[config.mk]
export PLATFORM = sky130hd
export DESIGN_NAME = fetch_queue
export DESIGN_NICKNAME = d
export VERILOG_FILES = /design/src/rtl/fetch_pkg.sv /design/src/rtl/fetch_fifo.sv /design/src/rtl/fetch_queue.sv
export SDC_FILE = /design/constraint.sdc
export NUM_CORES = 1
export LEC_CHECK = 0
export CAP_MARGIN = 20
export CORE_ASPECT_RATIO = 1.5
export CORE_UTILIZATION = 55
export DETAILED_ROUTE_END_ITERATION = 7
export PLACE_DENSITY = 0.82
export SYNTH_ARGS = -nofsm -noshare
export SYNTH_HDL_FRONTEND = slang
export SYNTH_SLANG_ARGS = --single-unit
export TNS_END_PERCENT = 100
[constraint.sdc]
create_clock -name clk -period 4.05 [get_ports clk]
set_input_delay 0.6075 -clock clk [delete_from_list [all_inputs] [get_ports clk]]
set_output_delay 0.6075 -clock clk [all_outputs]
set_load 0.01 [all_outputs]
[src/rtl/fetch_pkg.sv]
// Shared constants for the instruction-fetch front end: HLT opcode, opcode field width, default sizes.
package fetch_pkg;
  localparam int DEF_XLEN    = 16;
  localparam int DEF_DEPTH   = 4;
  localparam int DEF_PC_STEP = 2;
  localparam int OP_W        = 4;
  localparam logic [OP_W-1:0] HLT_OP = 4'hF;

  function automatic int count_w(input int depth);
    return $clog2(depth + 1);
  endfunction
endpackage

[src/rtl/fetch_fifo.sv]
// Generic DEPTH x WIDTH synchronous FIFO with flush; write-to-read latency 1 cycle, head read combinationally.
// No internal backpressure: the caller never pushes when full or pops when empty; push and pop may coincide.
module fetch_fifo
  import fetch_pkg::*;
#(
  parameter int WIDTH = 32,
  parameter int DEPTH = 4,
  localparam int CNT_W = count_w(DEPTH)
) (
  input  logic             clk,
  input  logic             rst_n,
  input  logic             flush,
  input  logic             push,
  input  logic [WIDTH-1:0] wdata,
  input  logic             pop,
  output logic [WIDTH-1:0] rdata,
  output logic [CNT_W-1:0] count
);
  localparam int PTR_W = $clog2(DEPTH);

  logic [WIDTH-1:0] mem [DEPTH];
  logic [PTR_W-1:0] wr_ptr;
  logic [PTR_W-1:0] rd_ptr;

  always_ff @(posedge clk or negedge rst_n) begin
    if (!rst_n) begin
      wr_ptr <= '0;
      rd_ptr <= '0;
      count  <= '0;
    end else if (flush) begin
      wr_ptr <= '0;
      rd_ptr <= '0;
      count  <= '0;
    end else begin
      if (push) wr_ptr <= wr_ptr + PTR_W'(1);
      if (pop)  rd_ptr <= rd_ptr + PTR_W'(1);
      case ({push, pop})
        2'b10:   count <= count + CNT_W'(1);
        2'b01:   count <= count - CNT_W'(1);
        default: count <= count;
      endcase
    end
  end

  always_ff @(posedge clk) begin
    if (push && !flush) mem[wr_ptr] <= wdata;
  end

  assign rdata = mem[rd_ptr];
endmodule

[src/rtl/fetch_queue.sv]
// Fetch front end: sequential PCs to a multi-cycle imem, in-order responses buffered for IF/ID; rsp-to-ID 1 cycle.
// Requests stall while queued + in-flight reaches DEPTH, on redirect and after HLT; id_ready low holds the head.
module fetch_queue
  import fetch_pkg::*;
#(
  parameter int XLEN    = DEF_XLEN,
  parameter int DEPTH   = DEF_DEPTH,
  parameter int PC_STEP = DEF_PC_STEP,
  parameter logic [XLEN-1:0] RESET_PC = '0
) (
  input  logic            clk,
  input  logic            rst_n,
  output logic            imem_req_valid,
  input  logic            imem_req_ready,
  output logic [XLEN-1:0] imem_req_addr,
  input  logic            imem_rsp_valid,
  input  logic [XLEN-1:0] imem_rsp_data,
  input  logic            redirect_valid,
  input  logic [XLEN-1:0] redirect_pc,
  output logic            id_valid,
  input  logic            id_ready,
  output logic [XLEN-1:0] id_inst,
  output logic [XLEN-1:0] id_pc,
  output logic [XLEN-1:0] id_pc_inc,
  output logic            halted
);
  localparam int CNT_W = count_w(DEPTH);
  localparam logic [CNT_W:0]  DEPTH_C = (CNT_W + 1)'(DEPTH);
  localparam logic [XLEN-1:0] STEP    = XLEN'(PC_STEP);

  logic [XLEN-1:0]   fetch_pc;
  logic [XLEN-1:0]   rsp_pc;
  logic [CNT_W-1:0]  outstanding;
  logic [CNT_W-1:0]  drop;
  logic [CNT_W-1:0]  out_next;
  logic [CNT_W-1:0]  q_count;
  logic [2*XLEN-1:0] q_rdata;
  logic [XLEN-1:0]   head_pc;
  logic              req_fire;
  logic              rsp_drop;
  logic              enq;
  logic              deq;
  logic              hlt_enq;

  assign imem_req_valid = rst_n & ~halted & ~redirect_valid &
                          (({1'b0, q_count} + {1'b0, outstanding}) < DEPTH_C);
  assign imem_req_addr  = fetch_pc;
  assign req_fire       = imem_req_valid & imem_req_ready;

  // A response landing in a redirect cycle is wrong-path and is discarded like any stale one.
  assign rsp_drop = imem_rsp_valid & ((drop != '0) | redirect_valid);
  assign enq      = imem_rsp_valid & ~rsp_drop;
  assign hlt_enq  = enq & (imem_rsp_data[XLEN-1 -: OP_W] == HLT_OP);
  assign out_next = outstanding + CNT_W'(req_fire) - CNT_W'(imem_rsp_valid);

  assign id_valid = (q_count != '0) & ~redirect_valid;
  assign deq      = id_valid & id_ready;

  // rsp_pc is the PC of the oldest live request; stale responses never advance it.
  always_ff @(posedge clk or negedge rst_n) begin
    if (!rst_n) begin
      fetch_pc    <= RESET_PC;
      rsp_pc      <= RESET_PC;
      outstanding <= '0;
      drop        <= '0;
      halted      <= 1'b0;
    end else begin
      outstanding <= out_next;
      if (redirect_valid) begin
        fetch_pc <= redirect_pc;
        rsp_pc   <= redirect_pc;
        drop     <= out_next;
        halted   <= 1'b0;
      end else begin
        if (req_fire) fetch_pc <= fetch_pc + STEP;
        if (enq)      rsp_pc   <= rsp_pc + STEP;
        if (hlt_enq) begin
          halted <= 1'b1;
          drop   <= out_next;
        end else if (rsp_drop) begin
          drop <= drop - CNT_W'(1);
        end
      end
    end
  end

  fetch_fifo #(.WIDTH(2 * XLEN), .DEPTH(DEPTH)) u_queue (
    .clk   (clk),
    .rst_n (rst_n),
    .flush (redirect_valid),
    .push  (enq),
    .wdata ({imem_rsp_data, rsp_pc}),
    .pop   (deq),
    .rdata (q_rdata),
    .count (q_count)
  );

  assign head_pc   = q_rdata[XLEN-1:0];
  assign id_inst   = id_valid ? q_rdata[2*XLEN-1:XLEN] : '0;
  assign id_pc     = id_valid ? head_pc : '0;
  assign id_pc_inc = id_valid ? head_pc + STEP : '0;

  // The memory answers strictly in order, so a response with nothing in flight is a protocol error.
  assert property (@(posedge clk) disable iff (!rst_n) !(imem_rsp_valid && (outstanding == '0)));
endmodule
==> metrics.txt, run 1 <==
Final #Nets=713; most common cell after layout, fill and taps aside=edfxtp_1; max-cap viol count=0; I/O Buffers=104; Post-Syn Area=0.007855 mm2; synth unique cells=56; # IOs=105; Row Count=53; Clock Skew=6.102 ps; CP max FO=5; Peak Freq=0.2574 GHz; DIE AREA=0.01477 mm2; 1st-pass router iterations=5; first-pass GRT wire length=26480 um; Post-DRT Antenna Nets=0; TNS Setup=0 ps; leakage power total=3.499 nW; initial antenna violation count=0; vias=5070; Hold WC Path Type=in2async; global placement routability congestion=0.8863; Die H=148.4 um; top_reg_cell synth=edfxtp_1; core area=0.01399 mm2; CTS tree=built; Sink Count=174; crit-path max cell delay=520 ps; max_slew headroom=34.10%; CP required=3440 ps; grt ovf=0; delay-heaviest family, CP=simple AND/OR/NAND/NOR gates; Crit Path Category=reg2out; Layout fillers=935; CP Capture Type=output port; most frequent cells in the layout=edfxtp_1 (128), clkdlybuf4s50_1 (101), dfrtp_1 (45), nand2_1 (42), and3_1 (37); # diodes=0; Syn Nets=603; clk buf depth=2; register area share after synthesis=63.59%; Worst path slowest cell=or4b_4; Slew Viols, Final=0; final non-filler cell total=865; Worst Max-Slew Pin Slew=988.5 ps; Final min period=3886 ps; final cycle utilization of the critical path=95.94%; vias in the first global route=5245; placed instance count=831; dpl hpwl=11190 um; Clock Tree Root=clkbuf_16; ys async rst share=26.44%; starting density of the core=56.14%; final setup vio count=0; Hold Vio Cnt, Final=0; area grow syn2layout=23.19%; maximum vdd drop=0.0003917 V; largest net degree at the start of global routing=47; WP data arrival=3280 ps; EDFF count, synth=128; Buf/Inv on CP=1; CTS Hold Buffers Added=0; final hold slack=366.0 ps; syn_area_per_cell=14.28 um2; Die X=99.58 um; share of cells above drive strength 1=13.08%; initial DRC count=250; synthesis warning total=0; DR WL/cell=19.05 um; detailed-route DRC error count=0; CTS H-tree lvls=4; flip-flop and latch count after synthesis=174; Via-to-Cell Ratio=5.861; gr usage total=23.74%; startpoint types=flop; Clk pin slew, worst setup/hold paths=60 ps; PD cells=483.0 mW/mm2; crit path cell chain=mux4_2, ha_2, or2b_2, o22ai_2, or4b_4, or3_1, a21oi_1, dlygate4sd2_1; Synth Instances=550; RSZ-0062 raised after global routing=false; Post-Route WL=16480 um; worst skew pair latency=410 ps; CTS buffer count=17; outcome=finished clean
[worst paths after layout]
kind,startpoint,to,slack (ps),depth (start not counted)
min in group clk,halted$_DFFE_PN0P_,halted$_DFFE_PN0P_,530,1
setup / recovery,u_queue.rd_ptr[0]$_DFFE_PN0P_,id_pc_inc[15],160,8
hold / removal,rst_n,imem_req_addr[2]$_DFFE_PN0N_,370,2
setup reg to reg,u_queue.count[2]$_DFFE_PN0P_,drop[2]$_DFFE_PN0P_,970,12
max in group asynchronous,rst_n,u_queue.rd_ptr[0]$_DFFE_PN0P_,3260,2
hold reg to reg,halted$_DFFE_PN0P_,halted$_DFFE_PN0P_,530,1
[synth_stat cells (2+ instances only)]
master,count,share of area (%)
a21o_1,3,0.29
xnor2_1,13,1.4
inv_1,17,0.81
o21ai_0,30,1.9
buf_6,2,0.29
nor4_1,4,0.32
a221o_1,2,0.25
buf_4,2,0.19
xor2_1,13,1.4
ha_1,13,2.1
a31oi_1,6,0.48
clkbuf_8,3,0.53
dfrtp_1,46,15
nor3_1,6,0.38
o311ai_0,8,0.89
nand2_1,42,2.0
mux4_1,5,1.7
fa_1,2,0.51
mux4_2,26,7.5
or3_1,3,0.24
edfxtp_1,128,49
or3_2,2,0.19
clkbuf_1,20,0.96
mux2i_1,3,0.38
a21oi_1,7,0.45
nand3_1,18,1.1
and2_1,6,0.48
nand4_1,11,0.88
mux2_2,2,0.29
and3_1,37,2.9
nor2_1,33,1.6
o211ai_1,11,1.1
buf_1,2,0.096
nand3b_1,2,0.19
[kinds of logic after synthesis]
group / synth area share (%)
buffers and inverters: 2.978
and+or+nand+nor: 11.88
xor gates and xnor gates: 2.899
DFF: 63.59
adders and majority gates: 2.581
AOI/OAI and AO/OA: 5.957
muxes: 10.11
[flip-flops by register name, summed over array words and instances, names as in the netlist, 2 cells and up]
register and count:
drop 3, u_queue.mem 128, rsp_pc 16, imem_req_addr 16, u_queue.count 3, u_queue.rd_ptr 2, u_queue.wr_ptr 2, outstanding 3
[stage by stage]
step	utilization (%)	setup WS (ps)	instance area, um2	power (mW)
CTS	69.16	161.1	9677	4.694
finish	69.16	164.2	9677	4.674
floorplan	-	636.6	7855	2.755
global placement	64.88	219.9	9079	3.087
detailed placement	64.88	121.9	9079	3.137
global route	69.16	50.19	9677	4.880
[layout make-up]
class	instances	area (um2)	area share (%)
flip-flops and latches	174	4996	51.63
clock inverters	13	140.1	1.448
well taps	192	240.2	2.483
clock buffers	19	432.9	4.474
inverters	18	67.56	0.6982
multi-input cells	328	2635	27.23
repair buffers	121	1165	12.04
[routing by layer]
layer / GRT usage, % / routed length [um]
met2: 42.88 / 9005
met1: 28.15 / 6463
met5: 0 / 0
met4: 9.338 / 339
met3: 3.994 / 670
[repair_timing]
| action | in CTS | in global routing |
|---|---|---|
| setup endpoints to repair | 3 | 0 |
| buffers inserted | 2 | 0 |
| gates resized for setup | 5 | 0 |
[power breakdown]
part	internal, mW	switching, mW
sequential	2.05	0.114
combinational	0.472	0.481
clock	0.911	0.650
total	3.43	1.25
Power figures use the tool's default switching activity.
==> inputs of run 2 (changes only) <==
--- a/config.mk
+++ b/config.mk
@@ -9,7 +9,9 @@
 export CORE_ASPECT_RATIO = 1.5
 export CORE_UTILIZATION = 55
 export DETAILED_ROUTE_END_ITERATION = 7
-export PLACE_DENSITY = 0.82
+export DONT_BUFFER_PORTS = 1
+export PLACE_DENSITY = 0.72
+export SETUP_SLACK_MARGIN = 0.02
 export SYNTH_ARGS = -nofsm -noshare
 export SYNTH_HDL_FRONTEND = slang
 export SYNTH_SLANG_ARGS = --single-unit
==> run 2 against run 1 <==
Effect of this change: die area stayed put; register-to-register slack worse by 210 ps; critical path depth stayed put; first-iteration DRC count is 40% higher; global-route usage is 0.25 points lower; clock skew is 3.0 ps higher; clock power is 3% higher; worst hold slack worse by 350 ps; largest power group unchanged.
==> metrics.txt, run 2 (synthesized netlist as in run 1, its figures left out) <==
outcome=finished clean; DIE AREA=0.01477 mm2; detailed-route DRC error count=0; core area=0.01399 mm2; CTS buffer count=17; final setup vio count=0; maximum vdd drop=0.0003401 V; final hold slack=17.63 ps; DR WL/cell=21.36 um; final cycle utilization of the critical path=95.19%; Die X=99.58 um; CP max FO=5; leakage power total=3.142 nW; Slew Viols, Final=0; Peak Freq=0.2594 GHz; initial antenna violation count=0; worst skew pair latency=430 ps; CTS H-tree lvls=4; most common cell after layout, fill and taps aside=edfxtp_1; gr usage total=23.50%; largest net degree at the start of global routing=47; initial DRC count=350; Setup WS pre-CTS=459.6 ps; vias in the first global route=4907; Post-Route WL=16280 um; Post-DRT Antenna Nets=0; Via-to-Cell Ratio=6.182; final non-filler cell total=762; Clock Tree Root=clkbuf_16; # IOs=105; max reg flops=128; max_slew headroom=26.52%; Sink Count=174; dpl hpwl=10740 um; clk buf depth=2; grt ovf=0; area grow syn2layout=10.93%; CP required=3440 ps; WP data arrival=3250 ps; Final #Nets=610; Final Core Density=62.27%; max-cap viol count=0; Biggest register=u_queue.mem; Clk pin slew, worst setup/hold paths=70 ps; 1st-pass router iterations=5; I/O Buffers=0; global placement routability congestion=0.8407; Clock Skew=9.117 ps; Hold WC Path Type=in2async; RSZ-0062 raised after global routing=false; most frequent cells in the layout=edfxtp_1 (128), dfrtp_1 (45), nand2_1 (42), and3_1 (37), nor2_1 (33); startpoint types=flop; area of placed instances=0.008068 mm2; CTS tree=built; Final Instance Area=0.008713 mm2; Worst Max-Slew Pin Slew=1102 ps; Total Power=4.524 mW; TNS Setup=0 ps; Row Count=53; CP Capture Type=output port; vias=4711; placed instance count=727; Hold Vio Cnt, Final=0; PD cells=519.2 mW/mm2; first-pass GRT wire length=25740 um; Crit Path Category=reg2out; Final min period=3855 ps; Die H=148.4 um; # diodes=0; Final WS setup=194.6 ps; share of cells above drive strength 1=15.96%; starting density of the core=56.14%
-- run 2: final timing paths --
kind / endpoint / slack (ps) / cells past startpoint / start
max: id_pc_inc[15] / 190 / 8 / u_queue.rd_ptr[0]$_DFFE_PN0P_
min: imem_req_addr[11]$_DFFE_PN0N_ / 20 / 1 / rst_n
max reg2reg: drop[2]$_DFFE_PN0P_ / 760 / 12 / u_queue.count[2]$_DFFE_PN0P_
min reg2reg: outstanding[0]$_DFF_PN0_ / 540 / 1 / outstanding[0]$_DFF_PN0_
max in group asynchronous: u_queue.rd_ptr[0]$_DFFE_PN0P_ / 3790 / 1 / rst_n
min in group clk: u_queue.count[1]$_DFFE_PN0P_ / 250 / 1 / redirect_valid
-- run 2: what timing repair did --
action                                  4_1_cts  5_1_grt
pin swaps                                     0        0
hold buffers                                  1        0
endpoints found under the setup margin        1        1
hold endpoints to repair                     46        0
gates resized for setup                       1        2
buffers inserted                              2        0
-- run 2: cell type report --
type | instances | area (um2)
repair buffers | 18 | 180.2
well taps | 192 | 240.2
flip-flops and latches | 174 | 4999
clock inverters | 15 | 166.4
clock buffers | 17 | 425.4
multi-input cells | 328 | 2635
fillers | 1044 | 5279
inverters | 18 | 67.56
-- run 2: metal layers --
layer / up-vias / part of all wire (%) / track usage, %
li1: 2117 / - / -
met1: 2369 / 38 / 27.90
met2: 189 / 54 / 41.28
met3: 36 / 5.5 / 5.216
met4: 0 / 2.5 / 9.632
met5: - / 0 / 0
-- run 2: report_power, final --
part | leakage (nW) | internal (mW) | total (mW) | switching (mW)
Clock | 0.285 | 0.877 | 1.61 | 0.734
Sequential | 1.72 | 2.05 | 2.17 | 0.127
Combinational | 1.14 | 0.308 | 0.740 | 0.432
-- run 2: worst max-delay path: stages (launching register included) --
cell	delay [ps]
dfrtp_4	500
mux4_2	410
ha_2	230
or2b_2	310
o22ai_2	180
or4b_4	520
or3_1	380
a21oi_1	150
buf_4	150
